===== config.mk =====
export PLATFORM = sky130hd
export DESIGN_NAME = tmr_reg_sequencer
export DESIGN_NICKNAME = d
export VERILOG_FILES = /design/src/rtl/tmr_reg_sequencer.sv
export SDC_FILE = /design/constraint.sdc
export NUM_CORES = 1
export LEC_CHECK = 0
export BUFFER_PORTS_ARGS = -buffer_cell sky130_fd_sc_hd__clkbuf_2
export CAP_MARGIN = 10
export CORE_ASPECT_RATIO = 2
export CORE_UTILIZATION = 30
export CTS_CLUSTER_DIAMETER = 40
export DETAILED_ROUTE_END_ITERATION = 7
export GPL_TIMING_DRIVEN = 0
export PLACE_DENSITY = 0.67
export SLEW_MARGIN = 10
export SYNTH_ARGS = -nofsm -noshare
export SYNTH_HDL_FRONTEND = slang
export SYNTH_SLANG_ARGS = --single-unit

===== constraint.sdc =====
create_clock -name clk -period 1.69 [get_ports clk]
set_clock_uncertainty 0.05 [all_clocks]
set_input_delay 0.338 -clock clk [delete_from_list [all_inputs] [get_ports clk]]
set_output_delay 0.338 -clock clk [all_outputs]
set_load 0.02 [all_outputs]

===== src/rtl/tmr_reg_sequencer.sv =====
// Command sequencer for a triplicated shift register: TX/RX word transfers,
// idle-time scrub cycles that write back the voted value, and a fault counter.
module tmr_reg_sequencer #(
  parameter int WIDTH        = 4,
  parameter int SCRUB_PERIOD = 16
) (
  input  logic             clk,
  input  logic             rst,
  input  logic             cmd_valid,
  output logic             cmd_ready,
  input  logic [1:0]       cmd_op,
  input  logic [WIDTH-1:0] cmd_data,
  output logic             rsp_valid,
  input  logic             rsp_ready,
  output logic [WIDTH-1:0] rsp_data,
  input  logic             rx_bit,
  output logic             rx_sample,
  output logic             tx_bit,
  output logic             tx_valid,
  output logic             reg_enable,
  output logic             reg_load,
  output logic [1:0]       reg_mode,
  output logic             reg_serial_in,
  output logic [WIDTH-1:0] reg_parallel_in,
  input  logic [WIDTH-1:0] reg_parallel_out,
  input  logic             reg_serial_out,
  input  logic             fault_in,
  input  logic             fault_clr,
  output logic [7:0]       fault_cnt
);

  localparam int BW = (WIDTH > 1) ? $clog2(WIDTH) : 1;
  localparam int IW = (SCRUB_PERIOD > 1) ? $clog2(SCRUB_PERIOD) : 1;
  localparam logic [BW-1:0] BIT_LAST  = BW'(WIDTH - 1);
  localparam logic [IW-1:0] IDLE_LAST = IW'(SCRUB_PERIOD - 1);

  localparam logic [2:0] S_IDLE     = 3'd0;
  localparam logic [2:0] S_LOAD     = 3'd1;
  localparam logic [2:0] S_SHIFT_TX = 3'd2;
  localparam logic [2:0] S_SHIFT_RX = 3'd3;
  localparam logic [2:0] S_RESP     = 3'd4;
  localparam logic [2:0] S_SCRUB    = 3'd5;

  localparam logic [1:0] OP_TX = 2'b00;
  localparam logic [1:0] OP_RX = 2'b01;

  logic [2:0]       state, state_nxt;
  logic [BW-1:0]    bit_cnt;
  logic [IW-1:0]    idle_cnt;
  logic [WIDTH-1:0] word;
  logic             handshake;
  logic             shifting;

  assign handshake = (state == S_IDLE) && cmd_valid;
  assign shifting  = (state == S_SHIFT_TX) || (state == S_SHIFT_RX);

  // NOTE: every variable gets a default before the case so no path can infer a latch.
  always_comb begin
    state_nxt = state;
    case (state)
      S_IDLE: begin
        if (cmd_valid) begin
          case (cmd_op)
            OP_TX:   state_nxt = S_LOAD;
            OP_RX:   state_nxt = S_SHIFT_RX;
            default: state_nxt = S_IDLE;
          endcase
        end else if (idle_cnt == IDLE_LAST) begin
          state_nxt = S_SCRUB;
        end
      end
      S_LOAD:     state_nxt = S_SHIFT_TX;
      S_SHIFT_TX: if (bit_cnt == BIT_LAST) state_nxt = S_IDLE;
      S_SHIFT_RX: if (bit_cnt == BIT_LAST) state_nxt = S_RESP;
      S_RESP:     if (rsp_ready) state_nxt = S_IDLE;
      S_SCRUB:    state_nxt = S_IDLE;
      default:    state_nxt = S_IDLE;
    endcase
  end

  // NOTE: sequential state uses <= so all flops update from pre-edge values.
  always_ff @(posedge clk or negedge rst) begin
    if (!rst) begin
      state    <= S_IDLE;
      bit_cnt  <= '0;
      idle_cnt <= '0;
      word     <= '0;
    end else begin
      state <= state_nxt;

      if (shifting && (bit_cnt != BIT_LAST)) bit_cnt <= bit_cnt + 1'b1;
      else                                   bit_cnt <= '0;

      // Reaching the last count without a command also clears it: that is the scrub cycle.
      if ((state == S_IDLE) && !cmd_valid && (idle_cnt != IDLE_LAST)) idle_cnt <= idle_cnt + 1'b1;
      else                                                            idle_cnt <= '0;

      if (handshake) word <= cmd_data;
    end
  end

  always_ff @(posedge clk or negedge rst) begin
    if (!rst) begin
      fault_cnt <= 8'd0;
    end else if (fault_clr) begin
      fault_cnt <= 8'd0;
    end else if (reg_enable && fault_in && (fault_cnt != 8'hFF)) begin
      fault_cnt <= fault_cnt + 8'd1;
    end
  end

  // Mode 11 with enable held high is the register's scrub/write-back cycle.
  always_comb begin
    cmd_ready       = 1'b0;
    rsp_valid       = 1'b0;
    rsp_data        = '0;
    rx_sample       = 1'b0;
    tx_bit          = 1'b0;
    tx_valid        = 1'b0;
    reg_enable      = 1'b0;
    reg_load        = 1'b0;
    reg_mode        = 2'b11;
    reg_serial_in   = 1'b0;
    reg_parallel_in = '0;
    case (state)
      S_IDLE: cmd_ready = 1'b1;
      S_LOAD: begin
        reg_enable      = 1'b1;
        reg_mode        = 2'b10;
        reg_load        = 1'b1;
        reg_parallel_in = word;
      end
      S_SHIFT_TX: begin
        reg_enable = 1'b1;
        reg_mode   = 2'b10;
        tx_valid   = 1'b1;
        tx_bit     = reg_serial_out;
      end
      S_SHIFT_RX: begin
        reg_enable    = 1'b1;
        reg_mode      = 2'b00;
        reg_serial_in = rx_bit;
        rx_sample     = 1'b1;
      end
      S_RESP: begin
        rsp_valid = 1'b1;
        rsp_data  = reg_parallel_out;
      end
      S_SCRUB: begin
        reg_enable = 1'b1;
        reg_mode   = 2'b11;
      end
      default: ;
    endcase
  end

endmodule


==> results.cfg, run 1 <==
[power]
p_leak_uw = 0.0008007
power_uw = 2403
vdd.ir_drop.worst_v = 0.0008669
p_per_area_nw_per_um2 = 1442

[grt]
grt_max_degree = 22
overflow = 0
antenna_found_initial = 0
grt_pass1_wl_um = 4333
grt_pass1_vias = 1057
grt_usage = 0.1464

[synth]
synthCells = 108
yosys_warnings = 0
yosysTopAreaCellShare = 0.4735
ys_seq_area_frac = 0.4735
synth_top_area_cell = dfrtp_1
synth_adder_area_share = 0.03382
yosysMostFrequentCell = dfrtp_1
syn_avg_cell_area_um2 = 10.28
syn_nets = 129
synth_area_leaders = dfrtp_1 (47%), mux2_2 (4.1%), and2_1 (3.9%)
synth-seq-cells = 21
synthArstFlopShare = 1.000
netlist_area_um2 = 1110
ys_types = 40
muxShareOfSynthArea = 0.05862
synth_top_family_by_area = simple AND/OR/NAND/NOR gates
synthFlopType = dfrtp_1
synth_compound_area_frac = 0.1195
synthSimpleGateAreaFrac = 0.2593
synth_edf_count = 0
synth-xor-area-share = 0.02368
synthTopCellsByCount = dfrtp_1 (21), nor2_1 (8), and2_1 (7)

[detailed_routing]
first_iter_violations = 10
drc_errors = 0
drtPass1Iterations = 4
postRouteAntennaNets = 0
routed-via-count = 1016
via_per_inst = 4.838
wl_per_cell_um = 13.09
drt-total-wl_um = 2749

[critical_path]
rr_startpoint = state[0]
arrival_ps = 1340
critPathLaunch = state[1]
worstPathRequired_ps = 1300
critPathMaxFanout = 7
worstSetupEndpointType = output pin
critPathLaunchType = flop
rr_worst_depth = 6
critical_path_class = reg2out

[timing]
whs_ps = -9.261
worst_pin_slew_ps = 522.9
min_period_over_period = 1.022
setup_ws_ps = -37.25
tns_ps = -96.45
rsz0062_at_grt = true
finalSetupViolCount = 4
relSlewSlack = 0.6514
min_period_ps = 1727
slew_viol_final = 0
finalHoldViolCount = 12
fmax_mhz = 579.0

[placement]
dp.cells = 198
globalplace.congestion = 0.8040
dp_hpwl_um = 2026
numPortBuffers = 42

[layout]
antenna_cells = 0
nets = 184
final_util = 0.4826
final_cells = 210
drive_gt1_frac = 0.5247
area_growth_pct = 50.17

[floorplanning]
fp.dieH_um = 88.02
dieArea_um2 = 3962
start_util = 0.3214
coreArea_um2 = 3453
num_io_pins = 44
die_x_um = 45.01
rows = 30

[status]
violations = negative hold slack, negative setup slack
outcome = complete, but fails checks

[clocking]
insertion_delay_ps = 250
cts_buffer_depth = 2
clock-sinks = 21
cts_tree = yes
htreeDepth = 1
cts_root_buffer = clkbuf_8
clk_pin_slew_ps = 70
cts_buffers = 3

[run]
cap_violations = 0

[hold_path]
hp-class = in2async
-- power breakdown --
group          internal, µW  switching [µW]  total (µW)
clock network           164             154         318
registers               635             114         749
logic                   687             650        1340
-- routing by layer --
metal  vias to the layer above  wire [µm]  track usage
li1                        496          -            -
met1                       483       1040       0.1535
met2                        31       1542       0.2648
met3                         6        112      0.02268
met4                         0         53      0.07713
met5                         -          0            0
-- placed cells by master (no fill, tap or decap), types with 3 or more instances in the layout --
cell      synthesis  routed
mux2_2            4       4
nor2_1            8       5
dfrtp_2           0       3
buf_6             1       5
clkbuf_2          1      32
buf_4             0       8
and2_4            0       5
o21ai_0           3       3
buf_8             0       6
and3_1            5       4
nand2_1           5       5
and2_1            7       3
or3_1             4       3
o31ai_1           3       3
nand3_1           4       4
dfrtp_1          21      18
nor3_1            3       3
a21oi_1           5       3
clkbuf_8          0       4
-- flip-flops by register name, indices dropped and copies added (netlist names) --
| signal | count |
|---|---|
| state | 3 |
| word | 4 |
| idle_cnt | 4 |
| bit_cnt | 2 |
| fault_cnt | 8 |
-- area by class of cell --
cell class                 instances  area, µm²
sequential                        21      529.3
clock inverter                     1      5.005
fill                             357       1787
timing repair buffer              51      359.1
buffer                             3      30.03
multi-input combinational         80      628.1
inverter                           3      13.76
tap                               48      60.06
clock buffer                       3      41.29
-- final timing paths --
path                                endpoint  slack (ps)
worst max-delay path               rx_sample         -40
worst min-delay path                 word[3]          -9
worst max register to register  fault_cnt[3]          20
worst min register to register    bit_cnt[0]         410
max in group asynchronous           state[1]        1220
min in group clk                     word[2]         260
-- through the flow --
stage               area, µm²  hold slack (ps)  worst slack [ps]
CTS                      1564            4.857            -42.00
global placement         1380            276.8             5.970
finish                   1667           -9.261            -37.25
global route             1667            30.76            -108.5
floorplan                1110           -7.591           -0.7416
detailed placement       1380            288.0            -26.20
-- repair_timing --
item	CTS	global route
buffers inserted	6	2
pin swaps	5	7
gates cloned	0	1
setup endpoints to repair	18	27
resized for setup	25	30
hold buffers	0	0
-- kinds of logic (layout without fill, tap and decap cells) --
logic type | after synthesis | after routing
AOI/OAI and AO/OA | 18 | 18
and+or+nand+nor | 50 | 50
muxes | 6 | 6
adders and majority gates | 3 | 3
xor gates and xnor gates | 3 | 3
buffers and inverters | 7 | 61
DFF | 21 | 21
-- critical path: stages, from the launching register on --
cell and delay [ps]:
dfrtp_2 450, buf_4 140, and2b_4 180, nand2_1 120, inv_1 50, clkbuf_2 150
Power figures use the tool's default switching activity.
==> inputs of run 2 (changes only) <==
Settings changed: CORE_ASPECT_RATIO 2 to unset, CORE_UTILIZATION 30 to 43, PLACE_DENSITY 0.67 to 0.86, SKIP_LAST_GASP set to 1.
==> results.cfg, run 2 (synthesis results as in run 1) <==
[timing]
min_period_ps = 1843
finalSetupViolCount = 19
slew_viol_final = 0
fmax_mhz = 542.6
rsz0062_at_grt = true
tns_ps = -1433
whs_ps = 207.9
worst_pin_slew_ps = 536.0
finalHoldViolCount = 0
relSlewSlack = 0.6427
min_period_over_period = 1.090
setup_ws_ps = -152.9

[critical_path]
worstReg2RegEnd = fault_cnt[3]
worstPathCellList = or2b_1, nor2_2, and2_4, buf_8
crit_cells = 4
critPathMaxFanout = 7
worstPathRequired_ps = 1300
r2r_slack_ps = -40
cp.buffers_inverters = 1
rr_worst_depth = 6
critPathLaunchType = flop
cp-endpoint = tx_bit
worstSetupEndpointType = output pin
critPathMaxStageDelay_ps = 470
crit_family = simple AND/OR/NAND/NOR gates
critPathLaunch = state[1]
critical_path_class = reg2out
rr_startpoint = state[0]
arrival_ps = 1450
cp_slowest_cell = dfrtp_2

[floorplanning]
num_io_pins = 44
coreArea_um2 = 2455
rows = 18
dieArea_um2 = 2788
die_x_um = 52.81
start_util = 0.4521
fp.dieH_um = 52.81

[detailed_routing]
drt-total-wl_um = 3466
drc_errors = 0
routed-via-count = 1128
first_iter_violations = 23
via_per_inst = 5.612
wl_per_cell_um = 17.24
postRouteAntennaNets = 0
drtPass1Iterations = 4

[layout]
area_growth_pct = 65.50
final_util = 0.7482
drive_gt1_frac = 0.6257
mostFrequentLayoutCell = clkbuf_2
antenna_cells = 0
largest_reg_flops = 8
top_regs = fault_cnt x8, idle_cnt x4, word x4
nets = 193
top_register = fault_cnt
final_cell_mix = clkbuf_2 (25), dfrtp_1 (19), buf_4 (16), buf_6 (10), buf_8 (7)

[clocking]
cts_tree = yes
insertion_delay_ps = 310
cts_buffer_depth = 2
clock-sinks = 21
cts_root_buffer = clkbuf_4
clk_pin_slew_ps = 120
cts_buffers = 3
htreeDepth = 1

[status]
outcome = complete, but fails checks
violations = negative setup slack

[placement]
dp_hpwl_um = 1972
globalplace.congestion = 0.8181
numPortBuffers = 42

[power]
switching_share = 0.3914
combPwrFrac = 0.631
power.share.sequential = 0.278
vdd.ir_drop.worst_v = 0.0009236
p_int_uw = 1672
p_leak_uw = 0.0008794
power_uw = 2748
p_per_area_nw_per_um2 = 1496
p_switching_uw = 1076
clkPwrFrac = 0.091

[grt]
antenna_found_initial = 0
grt_max_degree = 22
grt_pass1_vias = 1066
grt_pass1_wl_um = 4754
grt_usage = 0.2417
overflow = 0

[hold_path]
hp-class = in2reg

[run]
cap_violations = 0
==> run 2: through the flow <==
stage	setup slack [ps]	cells	instance area, µm²
3_3_place_gp	-0.5974	180	1358
6_report	-152.9	201	1837
5_1_grt	-219.3	201	1837
3_5_place_dp	-46.37	180	1358
2_1_floorplan	-0.7416	108	1110
4_1_cts	-145.7	197	1627
==> run 2: power by group through the flow <==
| stage | clock network (µW) | registers, µW | logic, µW |
|---|---|---|---|
| 2_1_floorplan | 0 | 723 | 664 |
| 3_3_place_gp | 0 | 714 | 915 |
| 3_5_place_dp | 0 | 730 | 959 |
| 4_1_cts | 248 | 749 | 1380 |
| 5_1_grt | 281 | 779 | 1830 |
| 6_report | 250 | 765 | 1730 |
==> run 2: per-layer routing <==
layer  share of wire  vias up  GRT usage
met5               0        -          0
met4           0.020        0     0.1623
met3           0.033        6    0.04058
met2            0.55       38     0.4051
met1            0.39      561     0.2789
li1                -      523          -
==> run 2: worst min path at each step <==
stage / cells past startpoint / slack, ps / to / from
after floorplan: 0 / -8 / bit_cnt[0] / rst
after global placement: 1 / 280 / state[0] / rst
after detailed placement: 1 / 290 / idle_cnt[2] / rst
after CTS: 2 / 210 / word[0] / cmd_data[0]
after global routing: 2 / 200 / word[0] / cmd_data[0]
final: 2 / 210 / word[3] / cmd_data[3]
==> run 2: layout make-up <==
cell class                      count  area (µm²)
Buffer                              3       30.03
Clock buffer                        3       22.52
Clock inverter                      1       5.005
Fill cell                         159       618.1
Inverter                            3       13.76
Multi-Input combinational cell     80       718.2
Sequential cell                    21       528.0
Tap cell                           30       37.54
Timing Repair Buffer               60       481.7
==> run 2: what timing repair did <==
action / 4_1_cts / 5_1_grt
buffers inserted: 12 / 4
hold endpoints to repair: 21 / 0
endpoints found under the setup margin: 26 / 33
resized for setup: 35 / 59
gates cloned: 1 / 0
pin swaps: 5 / 19
hold buffers: 1 / 0
==> run 2: worst register-to-register path, stage by stage (launching register included) <==
cell and delay, ps:
dfrtp_2 510, buf_6 140, and2b_2 170, o221ai_4 130, buf_6 160, or3_4 360
a21oi_2 130
==> inputs of run 3 (changes only) <==
Settings changed: ABC_AREA set to 1, CORE_ASPECT_RATIO set to 2, CORE_UTILIZATION 43 to 44, CTS_CLUSTER_SIZE set to 30.
==> results.cfg, run 3 <==
[floorplanning]
fp.dieH_um = 76.16
rows = 26
die_x_um = 39.08
start_util = 0.4708
coreArea_um2 = 2570
num_io_pins = 44
dieArea_um2 = 2976

[grt]
grt_pass1_wl_um = 4664
overflow = 0
grt_usage = 0.2188
grt_pass1_vias = 1138
antenna_found_initial = 0
grt_max_degree = 22

[timing]
min_period_over_period = 1.012
finalSetupViolCount = 3
rsz0062_at_grt = true
whs_ps = -10.22
relSlewSlack = 0.6532
min_period_ps = 1710
worst_pin_slew_ps = 520.2
slew_viol_final = 0
finalHoldViolCount = 21
setup_ws_ps = -19.94
fmax_mhz = 584.8

[critical_path]
arrival_ps = 1320
cp_slowest_cell = dfrtp_1
critical_path_class = reg2out
rr_worst_depth = 8
worstSetupEndpointType = output pin
critPathLaunchType = flop
crit_cells = 6
cp_common_cell = inv_2
worstPathCellList = inv_2, nand2_2, nor2_4, inv_2, nor2_2, clkbuf_8
cp.buffers_inverters = 3
worstPathRequired_ps = 1300
critPathMaxStageDelay_ps = 410
crit_family = flip-flops
critPathMaxFanout = 4

[detailed_routing]
routed-via-count = 1196
drc_errors = 0
postRouteAntennaNets = 0
drt-total-wl_um = 2946
wl_per_cell_um = 12.17
first_iter_violations = 31
drtPass1Iterations = 4
via_per_inst = 4.942

[placement]
numPortBuffers = 43
globalplace.congestion = 0.7468
post-place-ws_ps = 243.5
dp_hpwl_um = 2127
dp.cells = 235

[power]
power.share.sequential = 0.318
p_switching_uw = 1044
vdd.ir_drop.worst_v = 0.001093
p_leak_uw = 0.0009405
switching_share = 0.4668
combPwrFrac = 0.539
p_per_area_nw_per_um2 = 1388
p_int_uw = 1192
clkPwrFrac = 0.143

[synth]
ys_seq_area_frac = 0.4343
synth_edf_count = 0
synth-seq-cells = 21
synth_area_leaders = dfrtp_1 (43%), nand2_1 (10%), inv_1 (9.0%)
yosysTopAreaCellShare = 0.4343
synth_top_family_by_area = simple AND/OR/NAND/NOR gates
muxShareOfSynthArea = 0
synth-xor-area-share = 0.02172
synthFlopType = dfrtp_1
synth_compound_area_frac = 0.05481
ys_types = 17
synth_adder_area_share = 0.03102
synthTopCellsByCount = nand2_1 (33), inv_1 (29), nor2_1 (28), dfrtp_1 (21), nand3_1 (17)
netlist_area_um2 = 1210
syn_avg_cell_area_um2 = 7.378
synthArstFlopShare = 1.000
yosysMostFrequentCell = nand2_1
syn_nets = 185
synth_top_area_cell = dfrtp_1
synthCells = 164
synthSimpleGateAreaFrac = 0.3526
yosys_warnings = 0

[layout]
area_growth_pct = 33.09
antenna_cells = 0
largest_reg_flops = 8
mostFrequentLayoutCell = clkbuf_2
fillers = 220
final_cells = 242
nets = 236
top_regs = fault_cnt x8, idle_cnt x4, word x4
drive_gt1_frac = 0.3832
final_cell_mix = clkbuf_2 (34), nand2_1 (30), inv_1 (27), nor2_1 (21), dfrtp_1 (21)
top_register = fault_cnt

[hold_path]
hp-class = in2async

[status]
outcome = complete, but fails checks
violations = negative hold slack, negative setup slack

[clocking]
cts_tree = yes
clock-sinks = 21
cts_buffer_depth = 2
cts_root_buffer = clkbuf_8
clk_pin_slew_ps = 70
htreeDepth = 1
cts_buffers = 3
insertion_delay_ps = 260

[run]
cap_violations = 0
[run 3: cell types whose count changed after synthesis, moves of 3 or more]
| cell | delta |
|---|---|
| nand2_1 | +28 |
| inv_1 | +27 |
| nor2_1 | +20 |
| nand3_1 | +13 |
| and2_1 | -7 |
| nand2_2 | +6 |
| and3_1 | -5 |
| inv_2 | +4 |
| mux2_2 | -4 |
| nor2_4 | +4 |
| or3_1 | -4 |
| nor3_1 | -3 |
| o21ai_2 | +3 |
| o31ai_1 | -3 |
[run 3: routing by layer]
metal | routed length (µm) | vias up | part of all wire | track usage
li1 | - | 598 | - | -
met4 | 77 | 0 | 0.026 | 0.08621
met5 | 0 | - | 0 | 0
met2 | 1752 | 33 | 0.59 | 0.4050
met1 | 1031 | 558 | 0.35 | 0.2275
met3 | 84 | 7 | 0.029 | 0.02041
[run 3: final timing paths]
check | to | start | slack (ps)
worst max register to register | fault_cnt[3] | state[2] | 270
max in group asynchronous | fault_cnt[0] | rst | 1250
min in group clk | word[3] | cmd_data[3] | 270
worst min-delay path | bit_cnt[1] | rst | -10
worst min register to register | bit_cnt[0] | bit_cnt[0] | 380
worst max-delay path | rsp_data[0] | state[1] | -20
[run 3: worst register-to-register path: stages (launching register included)]
cell and delay [ps]:
dfrtp_1 420, inv_2 150, nand2_2 100, nand2_2 100
nand2_2 80, nor2_4 220, nor2_4 70, nand2_1 70
nand2_1 50
[run 3: what timing repair did]
| item | in CTS | in global routing |
|---|---|---|
| endpoints found under the setup margin | 8 | 10 |
| gates resized for setup | 7 | 27 |
| pin swaps | 2 | 2 |
| buffers inserted | 3 | 0 |
| hold buffers | 0 | 0 |
[run 3: kinds of logic after synthesis]
| logic type | Yosys count |
|---|---|
| AND/OR/NAND/NOR | 92 |
| buffers and inverters | 34 |
| flip-flops | 21 |
| AO/OA/AOI/OAI | 11 |
| XOR/XNOR | 3 |
| adder cells (fa/ha/maj) | 3 |
[run 3: power groups by stage]
stage | Clock, µW | Sequential, µW | Combinational [µW]
after floorplan | 0 | 715 | 707
after global placement | 0 | 712 | 997
after detailed placement | 0 | 721 | 1020
after CTS | 322 | 702 | 1090
after global routing | 344 | 718 | 1330
final | 319 | 711 | 1210
[run 3: cell type report]
class / count / area [µm²] / share of cell area
clock buffers: 3 / 41.29 / 0.02564
clock inverters: 1 / 5.005 / 0.003108
inverters: 34 / 130.1 / 0.08081
multi-input cells: 109 / 601.8 / 0.3737
flip-flops and latches: 21 / 525.5 / 0.3263
well taps: 28 / 35.03 / 0.02176
repair buffers: 46 / 271.5 / 0.1686
[run 3: stage by stage]
| step | power [µW] | utilization | TNS (ps) | area [µm²] | hold WS, ps |
|---|---|---|---|---|---|
| final | 2236 | 0.6266 | -24.97 | 1610 | -10.22 |
| after global routing | 2389 | 0.6266 | -413.0 | 1610 | 38.40 |
| after CTS | 2117 | 0.6032 | 0 | 1550 | 3.790 |
| after detailed placement | 1736 | 0.5701 | 0 | 1465 | 278.4 |
| after global placement | 1709 | 0.5701 | 0 | 1465 | 279.0 |
| after floorplan | 1422 | - | 0 | 1215 | -7.591 |
